==> config.mk <==
export PLATFORM = sky130hd
export DESIGN_NAME = prog_clock_divider
export DESIGN_NICKNAME = d
export VERILOG_FILES = /design/src/rtl/prog_clock_divider_pkg.sv /design/src/rtl/div_load_ctrl.sv /design/src/rtl/prog_clock_divider.sv
export SDC_FILE = /design/constraint.sdc
export NUM_CORES = 1
export LEC_CHECK = 0
export ABC_AREA = 0
export ABC_CLOCK_PERIOD_IN_PS = 6800
export CORE_ASPECT_RATIO = 0.8
export CORE_MARGIN = 2
export CORE_UTILIZATION = 35
export DETAILED_ROUTE_END_ITERATION = 16
export HOLD_SLACK_MARGIN = 0.05
export PLACE_DENSITY_LB_ADDON = 0.1
export RECOVER_POWER = 25
export SLEW_MARGIN = 20
export SYNTH_ARGS = -nofsm -noshare
export SYNTH_HDL_FRONTEND = slang
export SYNTH_SLANG_ARGS = --single-unit
export TNS_END_PERCENT = 30
==> constraint.sdc <==
create_clock -name clk -period 6.8 [get_ports clk]
set_input_delay 1.36 -clock clk [delete_from_list [all_inputs] [get_ports clk]]
set_output_delay 1.36 -clock clk [all_outputs]
set_load 0.02 [all_outputs]
==> src/rtl/prog_clock_divider_pkg.sv <==
// Shared types and constants for the programmable clock divider.
package prog_clock_divider_pkg;

   typedef enum logic [1:0] {
      STOP = 2'd0,
      RUN  = 2'd1,
      PEND = 2'd2
   } state_t;

   localparam int unsigned MIN_DIV = 2;

   // Number of counts per period during which the phase flop is high: ceil(n/2).
   function automatic int unsigned high_len(input int unsigned n);
      return (n >> 1) + (n & 32'd1);
   endfunction

endpackage

==> src/rtl/div_load_ctrl.sv <==
// Divisor load handshake: validates requests, holds the pending divisor and
// swaps it into div_active when the top signals a legal apply window.
module div_load_ctrl
   import prog_clock_divider_pkg::*;
#(
   parameter int unsigned WIDTH     = 8,
   parameter int unsigned DIV_RESET = 2
) (
   input  logic             clk,
   input  logic             reset,
   input  logic [WIDTH-1:0] div_in,
   input  logic             div_load,
   input  logic             apply_window,
   output logic             accept_c,
   output logic             apply_c,
   output logic [WIDTH-1:0] div_active,
   output logic             div_ack,
   output logic             div_err
);

   logic             pend_valid;
   logic [WIDTH-1:0] pend_div;

   always_comb begin
      accept_c = div_load && (div_in >= WIDTH'(MIN_DIV));
      apply_c  = pend_valid && apply_window;
   end

   // A load sampled in the apply cycle itself only becomes pending, so it
   // waits for the following window.
   always_ff @(posedge clk or posedge reset) begin
      if (reset) begin
         pend_valid <= 1'b0;
         pend_div   <= '0;
         div_active <= WIDTH'(DIV_RESET);
         div_ack    <= 1'b0;
         div_err    <= 1'b0;
      end else begin
         div_ack <= apply_c;
         if (apply_c) begin
            div_active <= pend_div;
         end
         if (accept_c) begin
            pend_div   <= div_in;
            pend_valid <= 1'b1;
         end else if (apply_c) begin
            pend_valid <= 1'b0;
         end
         if (accept_c) begin
            div_err <= 1'b0;
         end else if (div_load) begin
            div_err <= 1'b1;
         end
      end
   end

endmodule

==> src/rtl/prog_clock_divider.sv <==
// Programmable 50%-duty integer clock divider with glitch-free divisor change.
// Define ODD_DUTY50_EN to add a negedge phase flop giving exact 50% duty for odd N.
module prog_clock_divider
   import prog_clock_divider_pkg::*;
#(
   parameter int unsigned WIDTH     = 8,
   parameter int unsigned DIV_RESET = 2
) (
   input  logic             clk,
   input  logic             reset,
   input  logic             en,
   input  logic [WIDTH-1:0] div_in,
   input  logic             div_load,
   output logic             div_ack,
   output logic             div_err,
   output logic [WIDTH-1:0] div_active,
   output logic [WIDTH-1:0] count,
   output logic             clk_out,
   output logic             tick
);

   state_t           state_q;
   state_t           state_n;
   logic [WIDTH-1:0] count_n;
   logic [WIDTH-1:0] last_c;
   logic [WIDTH-1:0] half_len_c;
   logic             wrap_c;
   logic             apply_window_c;
   logic             accept_c;
   logic             apply_c;
   logic             pos_n;
   logic             pos_q;

   div_load_ctrl #(
      .WIDTH     (WIDTH),
      .DIV_RESET (DIV_RESET)
   ) u_div_load_ctrl (
      .clk          (clk),
      .reset        (reset),
      .div_in       (div_in),
      .div_load     (div_load),
      .apply_window (apply_window_c),
      .accept_c     (accept_c),
      .apply_c      (apply_c),
      .div_active   (div_active),
      .div_ack      (div_ack),
      .div_err      (div_err)
   );

   // Period boundary detection and next counter / phase values.
   always_comb begin
      last_c         = div_active - WIDTH'(1);
      half_len_c     = WIDTH'(high_len(32'(div_active)));
      wrap_c         = en && (state_q != STOP) && (count == last_c);
      apply_window_c = (state_q == STOP) || wrap_c;
      count_n        = '0;
      if (en && (state_q != STOP) && !wrap_c) begin
         count_n = count + WIDTH'(1);
      end
      pos_n = en && (count_n < half_len_c);
   end

   always_ff @(posedge clk or posedge reset) begin
      if (reset) begin
         state_q <= STOP;
      end else begin
         state_q <= state_n;
      end
   end

   always_comb begin
      state_n = state_q;
      case (state_q)
         STOP:    if (en) state_n = accept_c ? PEND : RUN;
         RUN:     if (accept_c) state_n = PEND;
         PEND:    if (apply_c && !accept_c) state_n = RUN;
         default: state_n = STOP;
      endcase
      if (!en) begin
         state_n = STOP;
      end
   end

   always_ff @(posedge clk or posedge reset) begin
      if (reset) begin
         count <= '0;
         pos_q <= 1'b0;
         tick  <= 1'b0;
      end else begin
         count <= count_n;
         pos_q <= pos_n;
         tick  <= en && (count_n == '0);
      end
   end

`ifdef ODD_DUTY50_EN
   logic neg_q;

   // Half-cycle delayed phase trims the odd-N high time by half a clock.
   always_ff @(negedge clk or posedge reset) begin
      if (reset) begin
         neg_q <= 1'b0;
      end else begin
         neg_q <= pos_q;
      end
   end

   assign clk_out = div_active[0] ? (pos_q & neg_q) : pos_q;
`else
   assign clk_out = pos_q;
`endif

endmodule

Word level (Yosys, flattened, before mapping)
Cells that the tools add are included.
{"block": "word_totals", "register_bits": 31, "inputBits": 12}
{"block": "op_classes", "addsub": 3, "n_reduce_logical": 17, "mux": 10, "eq_ne": 5, "magnitude_cmp": 2}
{"cell": "7-bit by 1-bit adder with 8-bit output", "n": 1}
{"cell": "8-bit by 1-bit adder with 8-bit output (second input constant)", "n": 1}
{"cell": "8-bit == test", "n": 1}
{"cell": "8-bit by 2-bit greater-or-equal comparator with 1-bit output (second input constant)", "n": 1}
{"cell": "1-bit logical AND", "n": 8}
{"cell": "8-bit logical NOT", "n": 1}
{"cell": "8-bit less-than comparator", "n": 1}
{"cell": "2-bit 2-to-1 mux", "n": 4}
{"cell": "8-bit 2-to-1 mux", "n": 1}
{"cell": "8-bit by 1-bit subtractor with 8-bit output (second input constant)", "n": 1}
{"cell": "3-bit inequality test (second input constant)", "n": 2}
{"cell": "2-bit case mux with 3 select lines", "n": 1}
{"cell": "2-bit nonzero test", "n": 3}
{"cell": "1-bit 2-to-1 mux", "n": 4}
{"cell": "2-bit by 1-bit == test with 1-bit output (second input constant)", "n": 1}
{"cell": "2-bit == test (second input constant)", "n": 1}
{"cell": "1-bit logical NOT", "n": 2}
{"cell": "2-bit logical NOT", "n": 1}
{"cell": "2-bit AND reduction", "n": 1}
{"cell": "1-bit logical OR", "n": 1}

Logic depth before layout (Yosys ltp)
{"block": "logic_depth", "depth_word": 9, "mapped_depth": 13, "depth_no_buf": 13}

Hierarchy
From an unflattened synthesis, not the netlist that was laid out.
{"block": "unflattened", "hier_cells": 175, "hier_area_um2": 1849.3}
{"mod": "prog_clock_divider", "area_each_um2": 1121.1, "seq_area_each_um2": 300.3, "cells_per_inst": 129, "instances": 1}
{"mod": "div_load_ctrl", "area_each_um2": 728.2, "seq_area_each_um2": 476.7, "cells_per_inst": 46, "instances": 1}

Worst setup path before layout
Ideal clock, no wire load.
{"block": "synth_path", "path_kind": "register to register", "start": "reg u_div_load_ctrl.div_active[0]", "end": "reg pos_q, in the netlist clk_out", "path_stages_with_launch": 14, "setup_ns": 0.067, "path_slack_ns": 3.312, "arrival_time_ns": 3.421, "required_ns": 6.733, "period_less_slack_ns": 3.488, "path_cell_list": "dfrtp_1 inv_1 ha_1 xor3_1 nor2_1 o2111ai_2 o311ai_2 nor2_1 ha_1 a21o_1 a2bb2oi_1 a21oi_1 a2111oi_0 o41a_1"}
{"block": "synth_between", "elab_chain_cells": 8, "elab_cells_between_ends": 9}
{"element": "start: declaration", "line_no": "div_load_ctrl.sv:16", "text": "output logic [WIDTH-1:0] div_active,"}
{"element": "start signal: assignment", "line_no": "div_load_ctrl.sv:35", "text": "div_active <= WIDTH'(DIV_RESET);"}
{"element": "start signal: assignment", "line_no": "div_load_ctrl.sv:41", "text": "div_active <= pend_div;"}
{"element": "8-bit by 1-bit subtractor with 8-bit output", "line_no": "prog_clock_divider.sv:52", "text": "last_c = div_active - WIDTH'(1);"}
{"element": "8-bit == test", "line_no": "prog_clock_divider.sv:54", "text": "wrap_c = en && (state_q != STOP) && (count == last_c);"}
{"element": "1-bit logical AND", "line_no": "prog_clock_divider.sv:54"}
{"element": "1-bit logical NOT", "line_no": "prog_clock_divider.sv:57", "text": "if (en && (state_q != STOP) && !wrap_c) begin"}
{"element": "1-bit logical AND", "line_no": "prog_clock_divider.sv:57"}
{"element": "8-bit 2-to-1 mux", "line_no": "prog_clock_divider.sv:57"}
{"element": "net count_n[2]", "line_no": "prog_clock_divider.sv:24", "text": "logic [WIDTH-1:0] count_n;"}
{"element": "8-bit less-than comparator", "line_no": "prog_clock_divider.sv:60", "text": "pos_n = en && (count_n < half_len_c);"}
{"element": "1-bit logical AND", "line_no": "prog_clock_divider.sv:60"}
{"element": "net pos_n", "line_no": "prog_clock_divider.sv:31", "text": "logic pos_n;"}
{"element": "end signal: assignment", "line_no": "prog_clock_divider.sv:91", "text": "pos_q <= pos_n;"}
{"element": "end: declaration", "line_no": "prog_clock_divider.sv:32", "text": "logic pos_q;"}
The timed path passes the listed nets, and every way through them passes these cells.
A chain may end at the register's enable or synchronous reset.

Worst setup path after layout
{"block": "layout_path", "start": "reg u_div_load_ctrl.div_active[1]", "end": "reg pos_q, in the netlist clk_out"}
The elaborated chain is that of the path after synthesis.

==> key figures <==
Route
  – Total via count after detailed routing: 1922
  – Number of vias per cell: 5.49
  – DRC violations left: 0
  – Wirelength per Cell: about 17 µm
  – 1st-pass router iterations: 4
  – Violation count after the first detailed-route iteration: between 150 and 200
  – Final WL: 5.97 mm
  – Post-DRT Antenna Nets: 0

Clock network
  – Clock Sink Count: 31
  – Cts repair resizes: 0
  – Number of hold buffers added after CTS: 0
  – Count of buffers added by post-CTS timing repair for setup: 0
  – Clock transition at path regs: 0.07 ns
  – CTS tree: yes
  – Latest clock arrival within the worst-skew pair: 0.28 ns
  – Buffer type at the clock tree root: sky130_fd_sc_hd__clkbuf_8
  – Maximum number of buffers from clock root to sink: 2
  – Total clock buffers created by CTS: 5
  – H-Tree Depth: 2

Worst setup path
  – Largest delay contributor family on the critical path: compound AO/OA/AOI/OAI gates
  – Crit Path Max Fanout: 11
  – Capturing element type of the critical path: flop
  – Slack of the worst reg-to-reg path: 2.66 ns
  – Critical path required time: 7.01 ns
  – Crit path buf inv count: 1
  – Reg-to-reg startpoint: u_div_load_ctrl.div_active[1]
  – Reg-to-reg endpoint: clk_out
  – Depth of the worst register-to-register path: 13
  – List of cells traversed by the critical path: inv_1, ha_1, xor3_1, nor2_1, o2111ai_2, o311ai_2, nor2_1, ha_1, a21o_1, a2bb2oi_1, a21oi_1, a2111oi_0, o41a_1
  – Arrival @ worst endpoint: 4.35 ns
  – Type of origin of the critical path: flop
  – Critical-path cell with the highest stage delay: sky130_fd_sc_hd__o311ai_2
  – Path type of the worst setup path: flop to flop
  – Slowest cell delay on critical path: 0.66 ns

Global routing
  – Vias in the first global route: 1864
  – Wire length of the first global-routing pass: around 10 mm
  – Initial antenna violation count: 0
  – Leftover overflow at the end of global routing: 0
  – Global-route usage over all layers: 0.188
  – Largest net degree at the start of global routing: 32

Synth
  – Post-synthesis register bit count: 31
  – Top_reg_cell synth: sky130_fd_sc_hd__dfrtp_1
  – Post-synthesis instance area: 0.00226 mm²
  – Count of different cell masters after synthesis: 51
  – Async S/R FF share, synth: 1.00
  – Number of nets in the synthesized netlist: 270
  – Count of flip-flops with a built-in enable after synthesis: 0
  – Seq/Total Area, Yosys: 0.344
  – Cell count after synthesis: 247
  – Cells taking the most area after synthesis: sky130_fd_sc_hd__dfrtp_1 33%, sky130_fd_sc_hd__ha_1 6.1%, sky130_fd_sc_hd__xnor2_1 4.7%
  – Number of warnings reported in the yosys synthesis log: 0
  – Post-Synthesis Mean Instance Area: about 9.1 µm²
  – Top cell type by total area after synthesis: sky130_fd_sc_hd__dfrtp_1
  – Fraction of post-synthesis cell area in the top cell type by area: 0.333

STA
  – Max-slew violations: 32
  – Hold Vio Cnt, Final: 0
  – Final worst path period share: 0.609
  – Clock skew: 0.00833 ns
  – Setup repair after global routing missed its margin: false
  – Endpoints failing setup: 0
  – Max frequency: 0.241 GHz
  – Clock period minus final worst setup slack: 4.14 ns
  – Transition at the pin with the smallest max-transition slack: 1.74 ns
  – Post-Route Setup TNS: 0 ns
  – Max transition margin: -0.160

Floorplan
  – Die height: 75.8 µm
  – Die Outline Area: roughly 0.0071 mm²
  – Total core area: 0.00631 mm²
  – Number of placed I/O pins: 32
  – Cell row count: 26
  – Effective utilization at floorplan: 0.357
  – Width of the chip: about 94 µm

Place
  – Last weighted congestion value of the routability-driven placer: 0.916
  – Placed wire-length estimate: 4.26 mm
  – Quantity of I/O buffers inserted on ports: 31

Pwr
  – Clock power frac: 0.213
  – Portion of total power attributed to sequential cells: 0.391
  – Share of total power in combinational logic: 0.396
  – IR drop worst, VDD: 0.195 mV
  – Switching part of the total: 0.403
  – Reported leakage power: 0.00109 µW
  – Cell internal pwr: 414 µW
  – Net Switching: 279 µW
  – Power density relative to cell area: 259 mW/mm²

Hold path
  – Worst hold path stage count: 1
  – Worst Hold End: u_div_load_ctrl.div_err
  – Worst Hold Class: flop to flop
  – Hold path startpoint: u_div_load_ctrl.div_err

Layout
  – Post-layout nets: ~290
  – Synth-to-Final Area Change: 18.6%
  – Antenna Cells: 0
  – Fraction of final layout cells sized beyond drive strength 1: 0.0752
  – Filler Cells Inserted: 623
  – Utilization after layout: 0.424

Status
  – Failing checks: max-capacitance violations, max-slew violations
  – Outcome: finished, violations left

Job
  – Count of maximum capacitance violations: 1
[sequential cells by signal, summed over array words and instances (netlist names)]
name and cells:
state_q 2, tick 1, clk_out 1, u_div_load_ctrl.pend_valid 1, count 8, u_div_load_ctrl.div_active 8
u_div_load_ctrl.div_err 1, u_div_load_ctrl.pend_div 8, u_div_load_ctrl.div_ack 1
[logic make-up after synthesis]
kind of cell | synth area share
and+or+nand+nor | 0.252
AOI/OAI and AO/OA | 0.180
DFF | 0.344
buffers and inverters | 0.0566
xor gates and xnor gates | 0.0959
adders and majority gates | 0.0610
muxes | 0.00943
[worst max path at each step]
stage,startpoint,end,slack [ns],cells after the start
global placement,en,clk_out,2.79,9
CTS,u_div_load_ctrl.div_active[1],clk_out,2.67,13
finish,u_div_load_ctrl.div_active[1],clk_out,2.66,13
detailed placement,en,clk_out,2.65,9
global route,u_div_load_ctrl.div_active[0],clk_out,2.33,13
floorplan,u_div_load_ctrl.div_active[0],clk_out,3.31,13
[cell usage after synthesis (all sizes together) (3+ instances only)]
cell and count:
nor3 8, o311ai 4, buf 4, a31oi 4, xnor2 12, o2111ai 3, nand2 26, and3 12
nand3 17, inv 6, o21a 3, or4 10, dfrtp 30, ha 11, a311oi 7, xor2 10
nor2 15, nor2b 7, o211ai 6, clkbuf 17, a21oi 3
[power by group through the flow]
stage,clock (µW),combinational [µW],sequential (µW)
after floorplan,0,204,258
after global placement,0,276,273
after detailed placement,0,273,273
after CTS,153,276,270
after global routing,161,308,279
final,147,274,271
[metal layers]
layer / up-vias / global-route usage / share of wire
li1: 948 / - / -
met1: 936 / 0.299 / 0.55
met2: 34 / 0.263 / 0.41
met3: 4 / 0.0326 / 0.031
met4: 0 / 0.0386 / 0.0070
met5: - / 0 / 0
[metrics by stage]
| step | std cells | power (µW) | instance area, µm² | setup slack, ns | hold WS, ns |
|---|---|---|---|---|---|
| 6_report | 350 | 693 | 2680 | 2.66 | 0.494 |
| 2_1_floorplan | 247 | 462 | 2260 | 3.31 | 0.459 |
| 3_3_place_gp | 343 | 549 | 2590 | 2.79 | 0.475 |
| 4_1_cts | 350 | 699 | 2680 | 2.67 | 0.504 |
| 3_5_place_dp | 343 | 546 | 2590 | 2.65 | 0.485 |
| 5_1_grt | 350 | 748 | 2680 | 2.33 | 0.514 |
[cell type report]
cell class	instances	area [µm²]	area share
Sequential cell	31	777	0.290
Clock inverter	1	5.00	0.00187
Tap cell	84	105	0.0393
Clock buffer	6	82.6	0.0309
Timing Repair Buffer	33	322	0.120
Inverter	7	26.3	0.00982
Multi-Input combinational cell	188	1360	0.508
[cells in the final DEF, fill, tap and decap left out, types with 7 or more instances in the layout]
| cell type | n |
|---|---|
| sky130_fd_sc_hd__a311oi_1 | 7 |
| sky130_fd_sc_hd__nor2_1 | 15 |
| sky130_fd_sc_hd__xor2_1 | 10 |
| sky130_fd_sc_hd__nand3_1 | 17 |
| sky130_fd_sc_hd__dfrtp_1 | 30 |
| sky130_fd_sc_hd__and3_1 | 12 |
| sky130_fd_sc_hd__xnor2_1 | 12 |
| sky130_fd_sc_hd__nor2b_1 | 7 |
| sky130_fd_sc_hd__or4_1 | 9 |
| sky130_fd_sc_hd__nand2_1 | 26 |
| sky130_fd_sc_hd__clkdlybuf4s50_1 | 30 |
| sky130_fd_sc_hd__ha_1 | 11 |
No activity file was read; power rests on OpenSTA's default activity.
